<file path="src/rtl/stopwatch_ctrl.sv">
`default_nettype none
// ============================================================================
//  Module      : stopwatch_ctrl
//  Description : Run/pause/clear sequencer, tick prescaler, lap capture and
//                terminal-count handling for a 4-digit BCD stopwatch counter.
//  Revision    : 1.0 - initial release
// ============================================================================
module stopwatch_ctrl #(
    parameter int TICK_DIV = 4,
    parameter int WRAP     = 0
) (
    input  logic        clk,
    input  logic        reset,
    input  logic        start_stop,
    input  logic        clear,
    input  logic        lap,
    input  logic [15:0] q,
    output logic        cnt_en,
    output logic        cnt_clr,
    output logic [15:0] lap_q,
    output logic        lap_valid,
    output logic        ovf,
    output logic [1:0]  state
);

    localparam int           c_DIV_W   = (TICK_DIV > 2) ? $clog2(TICK_DIV) : 1;
    localparam [c_DIV_W-1:0] c_DIV_MAX = c_DIV_W'(TICK_DIV - 1);
    localparam [c_DIV_W-1:0] c_DIV_ONE = c_DIV_W'(1);

    localparam [1:0] c_IDLE  = 2'b00;
    localparam [1:0] c_RUN   = 2'b01;
    localparam [1:0] c_PAUSE = 2'b10;
    localparam [1:0] c_HALT  = 2'b11;

    logic [1:0]         r_state,     w_state_nxt;
    logic [c_DIV_W-1:0] r_div,       w_div_nxt;
    logic               r_cnt_clr;
    logic [15:0]        r_lap_q,     w_lap_q_nxt;
    logic               r_lap_valid, w_lap_valid_nxt;
    logic               r_ovf,       w_ovf_nxt;

    logic w_due;
    logic w_term;
    logic w_block;

    // Strobe is decoded straight from registers so an async reset kills it at once.
    assign w_due   = (r_state == c_RUN) && (r_div == c_DIV_MAX);
    assign w_term  = (q == 16'h9999);
    assign w_block = w_due && w_term && (WRAP == 0);

    assign cnt_en    = w_due && !w_block;
    assign cnt_clr   = r_cnt_clr;
    assign lap_q     = r_lap_q;
    assign lap_valid = r_lap_valid;
    assign ovf       = r_ovf;
    assign state     = r_state;

    always_ff @(posedge clk or posedge reset) begin
        if (reset) begin
            r_state     <= c_IDLE;
            r_div       <= '0;
            r_cnt_clr   <= 1'b0;
            r_lap_q     <= 16'h0000;
            r_lap_valid <= 1'b0;
            r_ovf       <= 1'b0;
        end else begin
            r_state     <= w_state_nxt;
            r_div       <= w_div_nxt;
            r_cnt_clr   <= clear;
            r_lap_q     <= w_lap_q_nxt;
            r_lap_valid <= w_lap_valid_nxt;
            r_ovf       <= w_ovf_nxt;
        end
    end

    always_comb begin
        w_state_nxt     = r_state;
        w_div_nxt       = r_div;
        w_lap_q_nxt     = r_lap_q;
        w_lap_valid_nxt = r_lap_valid;
        w_ovf_nxt       = r_ovf;

        if (clear) begin
            w_state_nxt     = c_IDLE;
            w_div_nxt       = '0;
            w_lap_valid_nxt = 1'b0;
            w_ovf_nxt       = 1'b0;
        end else begin
            case (r_state)
                c_IDLE: begin
                    if (start_stop) begin
                        w_state_nxt = c_RUN;
                        w_div_nxt   = '0;
                    end
                end
                c_RUN: begin
                    if (w_block) begin
                        w_state_nxt = c_HALT;
                        w_ovf_nxt   = 1'b1;
                        w_div_nxt   = '0;
                    end else begin
                        if (w_due && w_term)
                            w_ovf_nxt = 1'b1;
                        // Pausing freezes the partial tick so resume picks it up.
                        if (start_stop)
                            w_state_nxt = c_PAUSE;
                        else
                            w_div_nxt = w_due ? '0 : (r_div + c_DIV_ONE);
                    end
                end
                c_PAUSE: begin
                    if (start_stop)
                        w_state_nxt = c_RUN;
                end
                default: begin
                end
            endcase

            if (lap && !start_stop && (r_state != c_IDLE)) begin
                w_lap_q_nxt     = q;
                w_lap_valid_nxt = 1'b1;
            end
        end
    end

endmodule
`default_nettype wire

</file>
<file path="config.mk">
export PLATFORM = sky130hd
export DESIGN_NAME = stopwatch_ctrl
export DESIGN_NICKNAME = d
export VERILOG_FILES = /design/src/rtl/stopwatch_ctrl.sv
export SDC_FILE = /design/constraint.sdc
export NUM_CORES = 1
export LEC_CHECK = 0
export ABC_AREA = 1
export CAP_MARGIN = 25
export CORE_MARGIN = 1.5
export CORE_UTILIZATION = 44
export CTS_BUF_LIST = sky130_fd_sc_hd__clkbuf_8
export DETAILED_ROUTE_END_ITERATION = 16
export HOLD_SLACK_MARGIN = 0.06
export PLACE_DENSITY = 0.81
export RECOVER_POWER = 50
export SLEW_MARGIN = 20
export SYNTH_ARGS = -nofsm -noshare
export SYNTH_HDL_FRONTEND = slang
export SYNTH_SLANG_ARGS = --single-unit
</file>
<file path="constraint.sdc">
create_clock -name clk -period 1.8 [get_ports clk]
set_input_delay 0.45 -clock clk [delete_from_list [all_inputs] [get_ports clk]]
set_output_delay 0.45 -clock clk [all_outputs]
set_load 0.03 [all_outputs]
</file>
==> results of run 1 <==
## kinds of logic after synthesis
kind of cell	after synthesis	share of synthesized area, %
buf+inv	14	6.995
flops	23	52.75
mux	14	16.17
simple gates	48	19.38
compound gates	7	3.555
fa+ha+maj	1	1.147
## layout make-up
class	count	area share, %
flip-flops and latches	23	34.95
repair buffers	58	30.09
multi-input cells	70	27.28
inverters	12	2.736
clock buffers	3	2.508
well taps	28	2.128
clock inverters	1	0.3040
## tightest hold or removal path, delay by kind of cell (launching register included)
| kind | cells | cell delay (ns) |
|---|---|---|
| flip-flops | 1 | 0.35 |
| AND/OR/NAND/NOR | 2 | 0.12 |
## metal layers
metal	up-vias	GRT usage (%)	wire length (um)
met3	3	5.143	167
met1	478	24.17	1097
met4	0	8.120	31
met2	32	40.42	1452
met5	-	0	0
li1	471	-	-
## final timing paths
check                      startpoint        end  slack (ns)  depth (start not counted)
min in group asynchronous       reset   lap_q[6]        0.75                          3
setup / recovery             lap_q[2]   lap_q[2]        0.05                          1
hold / removal              lap_valid  lap_valid        0.49                          2
setup reg to reg             state[1]   lap_q[2]        0.23                          5
max in group asynchronous       reset   state[0]        0.67                          3
hold reg to reg             lap_valid  lap_valid        0.49                          2
## power by group through the flow
stage	sequential (W)	clock [W]	combinational [W]
detailed placement	0.000775	0	0.00107
global route	0.000779	0.000352	0.00106
global placement	0.000762	0	0.00105
CTS	0.000764	0.000327	0.00105
floorplan	0.00111	0	0.000256
finish	0.000762	0.000324	0.00100
## timing repair
action                                 in CTS  in global routing
endpoints found under the hold margin       0                  0
setup endpoints to repair                   7                  3
hold buffers                                0                  0
gates resized for setup                    29                  5
buffers inserted                            2                  0
pin swaps                                   8                  3
## state kept, by name, summed over array words and instances, names as in the netlist
name,flops
state,2
r_div,2
cnt_clr,1
ovf,1
lap_q,16
lap_valid,1
## cells in the final DEF, fill, tap and decap left out
| cell | count |
|---|---|
| nor2_4 | 1 |
| nand3b_1 | 1 |
| dfrtp_1 | 23 |
| buf_4 | 12 |
| inv_2 | 1 |
| nor3_1 | 2 |
| nand3_1 | 7 |
| mux2_1 | 3 |
| inv_1 | 11 |
| dlygate4sd2_1 | 18 |
| mux2_4 | 2 |
| nor2_1 | 7 |
| buf_6 | 1 |
| dlygate4sd3_1 | 2 |
| nand3_2 | 1 |
| clkbuf_2 | 3 |
| mux2_2 | 9 |
| nor2_2 | 4 |
| ha_2 | 1 |
| a21oi_1 | 3 |
| nand2_1 | 22 |
| nand4_1 | 3 |
| clkbuf_1 | 3 |
| clkbuf_8 | 3 |
| clkinv_2 | 1 |
| clkdlybuf4s50_1 | 19 |
| a31oi_1 | 1 |
| a21boi_2 | 1 |
| o21ai_0 | 2 |
## stage by stage
step / TNS, ns / power [W] / instance area (um2) / utilization [%]
detailed placement: -2.202 / 0.001842 / 1624 / 71.36
floorplan: 0 / 0.001362 / 1095 / -
global route: 0 / 0.002191 / 1647 / 72.35
global placement: -1.312 / 0.001812 / 1624 / 71.36
finish: 0 / 0.002091 / 1647 / 72.35
CTS: -0.002790 / 0.002144 / 1674 / 73.56
==> qor.yml, run 1 <==
status:
  status: "complete, no violations"
synthesis:
  synth_most_common_cell: "dfrtp_1"
  yosys-top-cells-count: "dfrtp_1 (23), nand2_1 (22), inv_1 (12)"
  ys.flop_type: "dfrtp_1"
  synth_warnings: 0
  synthArstFlopShare_pct: 100.0
  synth.avg_cell_area_um2: 10.20
  yosys-top-cells-area: "dfrtp_1 (53%), mux2_2 (9.3%), nand2_1 (7.6%), mux2_4 (6.9%), inv_1 (4.1%)"
  seq_area_frac_synth_pct: 52.75
  yosysTopAreaCell: "dfrtp_1"
  syn-num-nets: 129
  synth_edf_count: 0
  syn_inst: 107
  ys_seq_elements: 23
  syn-cell-area_um2: 1091
  yosysTopAreaCellShare_pct: 52.75
  synth_cell_types: 18
global_route:
  gr-total-overflow: 0
  grt_pass1_wl_um: 4312
  grt_max_degree: 24
  gr-usage-all-layers_pct: 21.97
  grt_pass1_vias: 964
  grt_antenna_before_repair: 0
cells_and_area:
  multiInputGateArea_um2: 449.2
  diodes: 0
  area_growth_pct: 50.92
  nNetsFinal: 190
  fillers: 185
  final_cells: 195
  drive_above_1_share_pct: 23.95
  seq_area_um2: 575.6
critical_path:
  slowest_delay_ns: 0.68
  path_delay_family: "buffers and inverters"
  crit_path_end_kind: "primary output"
  cp_max_fo: 2
  arrival_ns: 1.30
  path_cells: "clkdlybuf4s50_1"
  critPathBufInv: 1
  path_class: "reg -> out"
  cp-start-kind: "flip-flop"
  slowest_stage: "clkdlybuf4s50_1"
  cp_data_required_time_ns: 1.35
clocking:
  tritoncts: "done"
  clk_latency_ns: 0.27
  cts_buffer_depth: 2
  htreeDepth: 1
  cts_inserted_buffers: 3
  cts_root_buf: "clkbuf_8"
  clock_sinks: 23
  clkSlewWorstSetupHoldPaths_ns: 0.08
sta:
  hold_ws_ns: 0.4929
  setup_slack_ns: 0.04896
  slew_headroom_pct: 62.00
  setup_violations: 0
  skew_ns: 0.006518
  final-max-slew-violation-count: 0
  clock.fmax_mhz: 571.1
  hold_viol_final: 0
  worst_slew_pin_slew_ns: 0.5700
  fin_crit_sh_pct: 97.28
  rsz0062_at_grt: "false"
  period_minus_slack_ns: 1.751
pwr:
  worst_ir_drop_vdd_mv: 0.9805
  intPower_w: 0.001282
  clkPwrFrac_pct: 15.5
  p_leak_nw: 0.8120
  switching_power_w: 0.0008084
  switching_share_pct: 38.67
  seq_power_share_pct: 36.5
  power_density_nw_per_um2: 1270
  pwr-share-comb_pct: 48.1
die:
  dieArea_um2: 2787
  die_x_um: 52.80
  num_rows: 17
  start_util_pct: 47.94
  core_area_um2: 2276
  ios: 43
  die_h_um: 52.80
route:
  first_pass_iters: 4
  vias: 984
  drtAntennaViolNets: 0
  drt-total-wl_um: 2748
  routedWlPerCell_um: 14.09
  vias_per_cell: 5.046
  drt_iter0_drc: 8
  drc: 0
placed_design:
  gp_congestion: 0.8632
  dp_hpwl_um: 2042
  portBuffers: 42
  dp.cells: 189
  dpl_worst_slack_ns: -0.6522
flow_run:
  maxCapViolations: 0
min_path:
  hold_class: "reg -> reg"
Note: power is estimated with default switching activity, not from simulation.
==> run 2: changes to the inputs <==
- CORE_MARGIN: 1.5 -> 4
- REMOVE_ABC_BUFFERS: not set -> 1
==> run 2 against run 1 <==
Worst hold slack better by 0.0050 ns. Non-clock buffer count is 3 higher. Sequential cell count stayed put. Cell count is 1.5% higher. Global-route usage is 4.5 points lower. Sequential power is 1% higher. Via count is 2.4% higher. First-iteration DRC count grew to 3.8 times the previous value. Critical endpoint is now cnt_en. Largest power group unchanged.
==> qor.yml, run 2 (synthesis gave the netlist of run 1 again) <==
cells_and_area:
  seq_area_um2: 576.8
  fillers: 168
  drive_above_1_share_pct: 23.53
  nNetsFinal: 193
  area_growth_pct: 53.78
  multiInputGateArea_um2: 441.7
  largest_reg_flops: 16
  diodes: 0
  final_cell_mix: "nand2_1 (22), dfrtp_1 (22), clkdlybuf4s50_1 (21), dlygate4sd2_1 (18), buf_4 (15)"
global_route:
  grt_antenna_before_repair: 0
  grt_pass1_wl_um: 4685
  grt_max_degree: 24
  grt_use_met3_pct: 2.673
  grt.busiest_layer: "met2"
  gr-total-overflow: 0
  grt_pass1_vias: 1039
  gr-usage-all-layers_pct: 17.48
  grt.met2_usage_pct: 32.10
  met1_usage_pct: 22.22
route:
  vias_per_cell: 5.091
  drtAntennaViolNets: 0
  drt_iter0_drc: 30
  vias: 1008
  drc: 0
  first_pass_iters: 4
  drt-total-wl_um: 2777
  routedWlPerCell_um: 14.03
die:
  start_util_pct: 47.94
  die_h_um: 57.80
  dieArea_um2: 3340
  ios: 43
  num_rows: 17
  die_x_um: 57.80
  core_area_um2: 2276
pwr:
  power_density_nw_per_um2: 1257
  p_total_w: 0.002110
  p_leak_nw: 0.8387
  worst_ir_drop_vdd_mv: 0.8640
clocking:
  htreeDepth: 1
  clkSlewWorstSetupHoldPaths_ns: 0.09
  clk_latency_ns: 0.26
  tritoncts: "done"
  cts_inserted_buffers: 3
  cts_buffer_depth: 2
  clock_sinks: 23
  ctsHoldBuffers: 0
  cts_root_buf: "clkbuf_8"
sta:
  hold_viol_final: 0
  period_minus_slack_ns: 1.761
  clock.fmax_mhz: 567.8
  hold_ws_ns: 0.4979
  slew_headroom_pct: 63.77
  worst_slew_pin_slew_ns: 0.5434
  setup_violations: 0
  skew_ns: 0.006101
  fin_crit_sh_pct: 97.84
  final-max-slew-violation-count: 0
  setup-tns-final_ns: 0
  rsz0062_at_grt: "true"
critical_path:
  worst_r2r_startpoint: "state[1]"
  rrSetupSlack_ns: 0.20
  slowest_stage: "dfrtp_1"
  slowest_delay_ns: 0.38
  arrival_ns: 1.31
  cp_max_fo: 3
  rr_worst_depth: 5
  path_cells: "ha_1 > inv_1 > nor2_2 > a21boi_2 > buf_6"
  crit_path_end_kind: "primary output"
  cp_data_required_time_ns: 1.35
  path_class: "reg -> out"
  cp-start-kind: "flip-flop"
  reg2reg_to: "lap_q[4]"
min_path:
  hold_class: "reg -> reg"
  min_path_cells: 2
  hold_start: "lap_q[3]"
  worstHoldEndpoint: "lap_q[3]"
flow_run:
  maxCapViolations: 0
status:
  status: "complete, no violations"
placed_design:
  gp_congestion: 0.8561
  portBuffers: 42
  dp_hpwl_um: 2135
## run 2: cell count changes in the layout (fill, tap and decap cells not counted), sizes merged
cell           previous run  this run
clkinvlp                  0         1
buf                      13        16
clkdlybuf4s50            19        21
clkinv                    1         0
clkbuf                    9         7
## run 2: worst max path at each step
stage | cells after the start | slack [ns] | start | to
after floorplan | 4 | -0.22 | state[1] | cnt_en
after global placement | 7 | -0.16 | q[11] | cnt_en
after detailed placement | 7 | -0.18 | q[0] | cnt_en
after CTS | 5 | -0.01 | state[1] | cnt_en
after global routing | 4 | -0.06 | state[0] | cnt_en
final | 5 | 0.04 | r_div[0] | cnt_en
## run 2: cell type report
class                   count  share of cell area, %
clock buffers               3                  2.461
repair buffers             61                  31.62
inverters                  12                  2.685
multi-input cells          70                  26.32
well taps                  28                  2.088
clock inverters             1                 0.4474
flip-flops and latches     23                  34.38
## run 2: layer usage
| metal | wire [um] | vias to the layer above | part of all wire, % |
|---|---|---|---|
| li1 | - | 476 | - |
| met1 | 1195 | 485 | 43 |
| met2 | 1380 | 47 | 50 |
| met3 | 202 | 0 | 7.3 |
| met4 | 0 | 0 | 0 |
| met5 | 0 | - | 0 |
## run 2: metrics by stage
step                      instances  util [%]  setup slack (ns)  instance area (um2)
after floorplan                 105         -           -0.2204                 1060
after global placement          183     69.10           -0.1630                 1573
after detailed placement        183     69.10           -0.1835                 1573
after CTS                       196     73.61          -0.01234                 1675
after global routing            198     73.72          -0.05505                 1678
final                           198     73.72           0.03893                 1678
## run 2: critical path: cells and delay by family (launching register included)
kind	cells	cell delay [ns]
adders and majority gates	1	0.17
DFF	1	0.38
and+or+nand+nor	1	0.11
buffers and inverters	2	0.20
AOI/OAI and AO/OA	1	0.19
## run 2: report_power, final
| part | leakage [nW] | switching [W] | internal [W] |
|---|---|---|---|
| clock network | 0.0217 | 0.000161 | 0.000156 |
| registers | 0.282 | 0.0000920 | 0.000681 |
| logic | 0.535 | 0.000552 | 0.000468 |
## run 2: what timing repair did
action / CTS / global route
resized for setup: 22 / 1
setup buffers: 9 / 2
endpoints found under the setup margin: 3 / 4
pin swaps: 6 / 0
